**src/rtl/cpu_pkg.sv**
```systemverilog
// cpu_pkg: shared constants, IR field positions and step encoding for the CPU control sequencer.
package cpu_pkg;
    localparam int REG_SEL_W = 3;
    localparam int OP_W      = 3;
    localparam int NREG      = 2 ** REG_SEL_W;
    localparam int IR_W      = OP_W + 2 * REG_SEL_W;
    localparam int Y_LSB     = 0;
    localparam int X_LSB     = REG_SEL_W;
    localparam int OP_LSB    = 2 * REG_SEL_W;
    localparam logic [OP_W-1:0] OP_MV  = 3'b000;
    localparam logic [OP_W-1:0] OP_MVI = 3'b001;
    localparam logic [OP_W-1:0] OP_ADD = 3'b010;
    localparam logic [OP_W-1:0] OP_SUB = 3'b011;
    typedef enum logic [1:0] {T0, T1, T2, T3} step_t;
endpackage

```
**src/rtl/dec3to8.sv**
```systemverilog
// dec3to8: one-hot decoder with enable; all outputs low when disabled.
module dec3to8 #(
    parameter int W = 3
) (
    input  logic           en_i,
    input  logic [W-1:0]   sel_i,
    output logic [2**W-1:0] y_o
);
    assign y_o = en_i ? {{(2**W-1){1'b0}}, 1'b1} << sel_i : '0;
endmodule

```
**src/rtl/cpu_control.sv**
```systemverilog
// cpu_control: T0..T3 step counter and per-step control strobe decode for the bus-based CPU.
import cpu_pkg::*;
module cpu_control (
    input  logic            clock,
    input  logic            reset,
    input  logic            run,
    input  logic [IR_W-1:0] ir,
    output logic            irin,
    output logic [NREG-1:0] rin,
    output logic [NREG-1:0] rout,
    output logic            ain,
    output logic            gin,
    output logic            gout,
    output logic            dinout,
    output logic            addsub,
    output logic            done,
    output logic [1:0]      step
);
    step_t step_q, step_d;
    logic [OP_W-1:0] op;
    logic [REG_SEL_W-1:0] x, y, rout_sel;
    logic rin_en, rout_en, arith;
    assign op    = ir[OP_LSB +: OP_W];
    assign x     = ir[X_LSB +: REG_SEL_W];
    assign y     = ir[Y_LSB +: REG_SEL_W];
    assign arith = op == OP_ADD || op == OP_SUB;
    assign step  = reset ? T0 : step_q;
    always_comb begin
        irin     = 1'b0;
        rin_en   = 1'b0;
        rout_en  = 1'b0;
        rout_sel = y;
        ain      = 1'b0;
        gin      = 1'b0;
        gout     = 1'b0;
        dinout   = 1'b0;
        addsub   = 1'b0;
        done     = 1'b0;
        if (!reset) begin
            case (step_q)
                T0: irin = run;
                T1: begin
                    rin_en   = op == OP_MV || op == OP_MVI;
                    rout_en  = op == OP_MV || arith;
                    rout_sel = arith ? x : y;
                    dinout   = op == OP_MVI;
                    ain      = arith;
                    done     = !arith;
                end
                T2: begin
                    rout_en = arith;
                    gin     = arith;
                    addsub  = op == OP_SUB;
                end
                T3: begin
                    gout   = arith;
                    rin_en = arith;
                    done   = 1'b1;
                end
                default: ;
            endcase
        end
        // done always wins so a finished instruction never advances past its last step
        step_d = done ? T0 : step_q == T0 ? (run ? T1 : T0) : step_t'(step_q + 2'd1);
    end
    always_ff @(posedge clock) step_q <= reset ? T0 : step_d;
    dec3to8 #(.W(REG_SEL_W)) u_rin  (.en_i(rin_en),  .sel_i(x),        .y_o(rin));
    dec3to8 #(.W(REG_SEL_W)) u_rout (.en_i(rout_en), .sel_i(rout_sel), .y_o(rout));
endmodule

```
**config.mk**
```make
export PLATFORM = sky130hd
export DESIGN_NAME = cpu_control
export DESIGN_NICKNAME = d
export VERILOG_FILES = /design/src/rtl/cpu_pkg.sv /design/src/rtl/dec3to8.sv /design/src/rtl/cpu_control.sv
export SDC_FILE = /design/constraint.sdc
export NUM_CORES = 1
export LEC_CHECK = 0
export CORE_AREA = 2 2 40 42
export CTS_BUF_LIST = sky130_fd_sc_hd__clkbuf_4
export CTS_CLUSTER_DIAMETER = 50
export DETAILED_ROUTE_END_ITERATION = 8
export DIE_AREA = 0 0 42 44
export GPL_TIMING_DRIVEN = 0
export PLACE_DENSITY = 0.82
export SLEW_MARGIN = 15
export SYNTH_ARGS = -nofsm -noshare
export SYNTH_HDL_FRONTEND = slang
export SYNTH_HIERARCHICAL = 1
export SYNTH_SLANG_ARGS = --single-unit
```
**constraint.sdc**
```tcl
create_clock -name clock -period 5.2 [get_ports clock]
set_input_delay 0.52 -clock clock [delete_from_list [all_inputs] [get_ports clock]]
set_output_delay 0.52 -clock clock [all_outputs]
set_load 0.03 [all_outputs]
```
==> qor.csv <==
stage,metric,value,unit
final_layout,final_cells,107,
cts,cts_buffer_depth,2,
die,die_w,42,µm
grt,grt_usage,12.6,%
worst_setup_path,cpMostUsedCell,clkdlybuf4s50_1,
synth,avgSynthCellArea,9.40,µm²
worst_setup_path,crit_chain,clkdlybuf4s50_1 -> nor3b_2 -> and2_1 -> buf_6 -> mux2_4 -> nor4b_2 -> clkdlybuf4s50_1,
grt,grt_max_degree,10,
power_and_ir_drop,clockPowerShare,35.6,%
grt,antenna_found_initial,0,
power_and_ir_drop,irDropWorstVdd,0.134,mV
die,die_h,44,µm
hold_path,hold_depth,2,
power_and_ir_drop,p_switching,32.0,µW
placed_design,place_ws,1.75,ns
power_and_ir_drop,p_leak,0.363,nW
timing,max_slew_margin,61.0,%
grt,grt_pass1_wl,1.88,mm
power_and_ir_drop,powerDensity,109,nW/µm²
detailed_routing,avgRoutedWirePerCell,11.2,µm
cts,clkLatencyLatePin,0.22,ns
power_and_ir_drop,p_seq_share,18.6,%
synth,synth_top_area_cell,and4bb_1,
worst_setup_path,rrSetupSlack,3.92,ns
synth,synthTopCellsByCount,"nor2_1 (7), and4b_2 (4), and4bb_1 (4), ha_1 (4)",
detailed_routing,drcViolationCount,0,
power_and_ir_drop,intPower,64.9,µW
cts,cts_tree,built,
timing,setup_tns,0,ns
detailed_routing,drt_iter0_markers,1,
synth,syn_nets,69,
synth,ys_types,26,
timing,setup_ws,1.77,ns
synth,synthTopCellsByArea,"and4bb_1 (10%), ha_1 (10%), and4b_2 (9.0%)",
worst_setup_path,slowest_stage,clkdlybuf4s50_1,
worst_setup_path,critPathLaunch,ir[7],
flow_run,drv_cap,0,
timing,hold-worst-slack,0.513,ns
timing,skew,0.000329,ns
detailed_routing,postRouteAntennaNets,0,
placed_design,gp_congestion,0.758,
final_layout,layout-drive-gt1-share,24.2,%
worst_setup_path,critPathMaxFanout,8,
cts,cts_setup_buffers,0,
hold_path,hold_class,input port to register,
worst_setup_path,cp-end-kind,primary output,
die,row_count,14,
die,ios,37,
synth,ys_ff_latch,2,
worst_setup_path,cp-endpoint,rout[0],
timing,fin_crit,3.43,ns
die,die_area,1850,µm²
cts,ctsHoldBuffers,0,
worst_setup_path,worstPathRequired,4.68,ns
detailed_routing,finalWirelength,1.20,mm
placed_design,dpl.hpwl,1.01,mm
synth,syn_area,498,µm²
synth,ys.flop_type,dfxtp_1,
final_layout,finalNetCount,109,
cts,clockRootBuffer,clkbuf_4,
final_layout,top_register,step_q,
die,core,1420,µm²
detailed_routing,vias,550,
worst_setup_path,r2r_start,step_q[1],
grt,grt_overflow_total,0,
timing,setup_viol,0,
cts,clock-sinks,2,
timing,rsz0062_at_grt,no,
detailed_routing,drt-vias-per-instance,5.14,
timing,max_freq,0.292,GHz
synth,synth.top_cell.area_share,10.1,%
final_layout,diodes,0,
cts,clk_pin_slew,0.03,ns
worst_setup_path,max_stage_delay,0.70,ns
timing,worstMarginPinSlew,0.580,ns
cts,htreeDepth,1,
worst_setup_path,r2r_end,step_q[1],
final_layout,top_regs,step_q: 2 flops,
synth,synth_edf_count,0,
power_and_ir_drop,swShare,33.0,%
die,initial_core_util,35.1,%
worst_setup_path,crit_type,input port to primary output,
placed_design,dp_cells,104,
cts,cts_made_buffers,3,
synth,ys_warn_count,6,
placed_design,port_buffers,35,
timing,final-hold-violation-count,0,
worst_setup_path,rr_worst_depth,4,
detailed_routing,dr.pass1.iters,2,
power_and_ir_drop,combPwrFrac,45.8,%
synth,asyncSetResetFlopFracSynth,0,%
status,status,finished clean,
worst_setup_path,crit_path_start_kind,input port,
worst_setup_path,arrival,2.91,ns
synth,synthMostInstantiatedCell,nor2_1,
final_layout,post-route-util,62.8,%
timing,finalCritPeriodShare,65.9,%
final_layout,area_delta_synth_final,78.9,%
final_layout,largest_reg_flops,2,
synth,ys_seq_area_share,8.04,%
synth,synthCells,53,
grt,grt_pass1_vias,524,
timing,drv_slew,0,
cts,post_cts_resized,0,
power by group through the flow:
stage	combinational [mW]	clock [mW]	sequential, mW
after floorplan	0.0257	0	0.0180
after global placement	0.0438	0	0.0183
after detailed placement	0.0444	0	0.0182
after CTS	0.0447	0.0367	0.0180
after global routing	0.0486	0.0370	0.0183
final	0.0443	0.0345	0.0180
placed cells by master (no fill, tap or decap):
| master | count |
|---|---|
| clkdlybuf4s50_1 | 35 |
| nor2_1 | 7 |
| ha_1 | 4 |
| and4b_2 | 4 |
| and4bb_1 | 4 |
| inv_1 | 3 |
| mux2_4 | 3 |
| clkbuf_4 | 3 |
| buf_6 | 2 |
| a21oi_1 | 2 |
| and2_2 | 2 |
| dfxtp_1 | 2 |
| and4b_1 | 2 |
| and4bb_2 | 2 |
| nor4b_2 | 2 |
| and4_2 | 2 |
| nor3b_2 | 1 |
| and2_1 | 1 |
| nand2b_1 | 1 |
| o211ai_1 | 1 |
| mux2i_1 | 1 |
| nor3_1 | 1 |
| and3_2 | 1 |
| nand3_1 | 1 |
| nand2_1 | 1 |
| nor4bb_1 | 1 |
| o21ai_0 | 1 |
| and3b_1 | 1 |
critical path: cells and delay by family:
family | cells | cell delay [ns]
and+or+nand+nor | 3 | 0.69
buffers and inverters | 3 | 1.38
muxes | 1 | 0.33
worst min path at each step:
| stage | start | end | slack (ns) |
|---|---|---|---|
| after floorplan | step_q[0] | step_q[0] | 0.61 |
| after global placement | step_q[0] | step_q[0] | 0.66 |
| after detailed placement | step_q[0] | step_q[0] | 0.66 |
| after CTS | reset | step_q[1] | 0.51 |
| after global routing | reset | step_q[1] | 0.52 |
| final | reset | step_q[1] | 0.51 |
per-stage QoR:
step / instance area [µm²] / total power, mW
4_1_cts: 891 / 0.0994
2_1_floorplan: 498 / 0.0437
3_5_place_dp: 868 / 0.0626
3_3_place_gp: 868 / 0.0621
5_1_grt: 891 / 0.104
6_report: 891 / 0.0968
area by class of cell:
type                    instances  area, µm²
well taps                      16       20.0
inverters                       3       11.3
flip-flops and latches          2       40.0
plain buffers                   2       22.5
clock buffers                   3       22.5
multi-input cells              46        424
fillers                       115        528
repair buffers                 35        350
cell families (layout without fill, tap and decap cells):
logic type,after synthesis,after routing,share of synthesized area [%]
buf+inv,5,43,6.78
compound gates,4,4,4.52
fa+ha+maj,4,4,10.1
mux,4,4,11.1
flops,2,2,8.04
simple gates,34,34,59.5
per-layer routing:
| layer | global-route usage (%) | up-vias | part of all wire (%) |
|---|---|---|---|
| met4 | 3.87 | 0 | 0 |
| met1 | 11.9 | 246 | 42 |
| met5 | 0 | - | 0 |
| met3 | 1.67 | 0 | 3.6 |
| met2 | 27.2 | 19 | 55 |
| li1 | - | 285 | - |
Power figures use the tool's default switching activity.
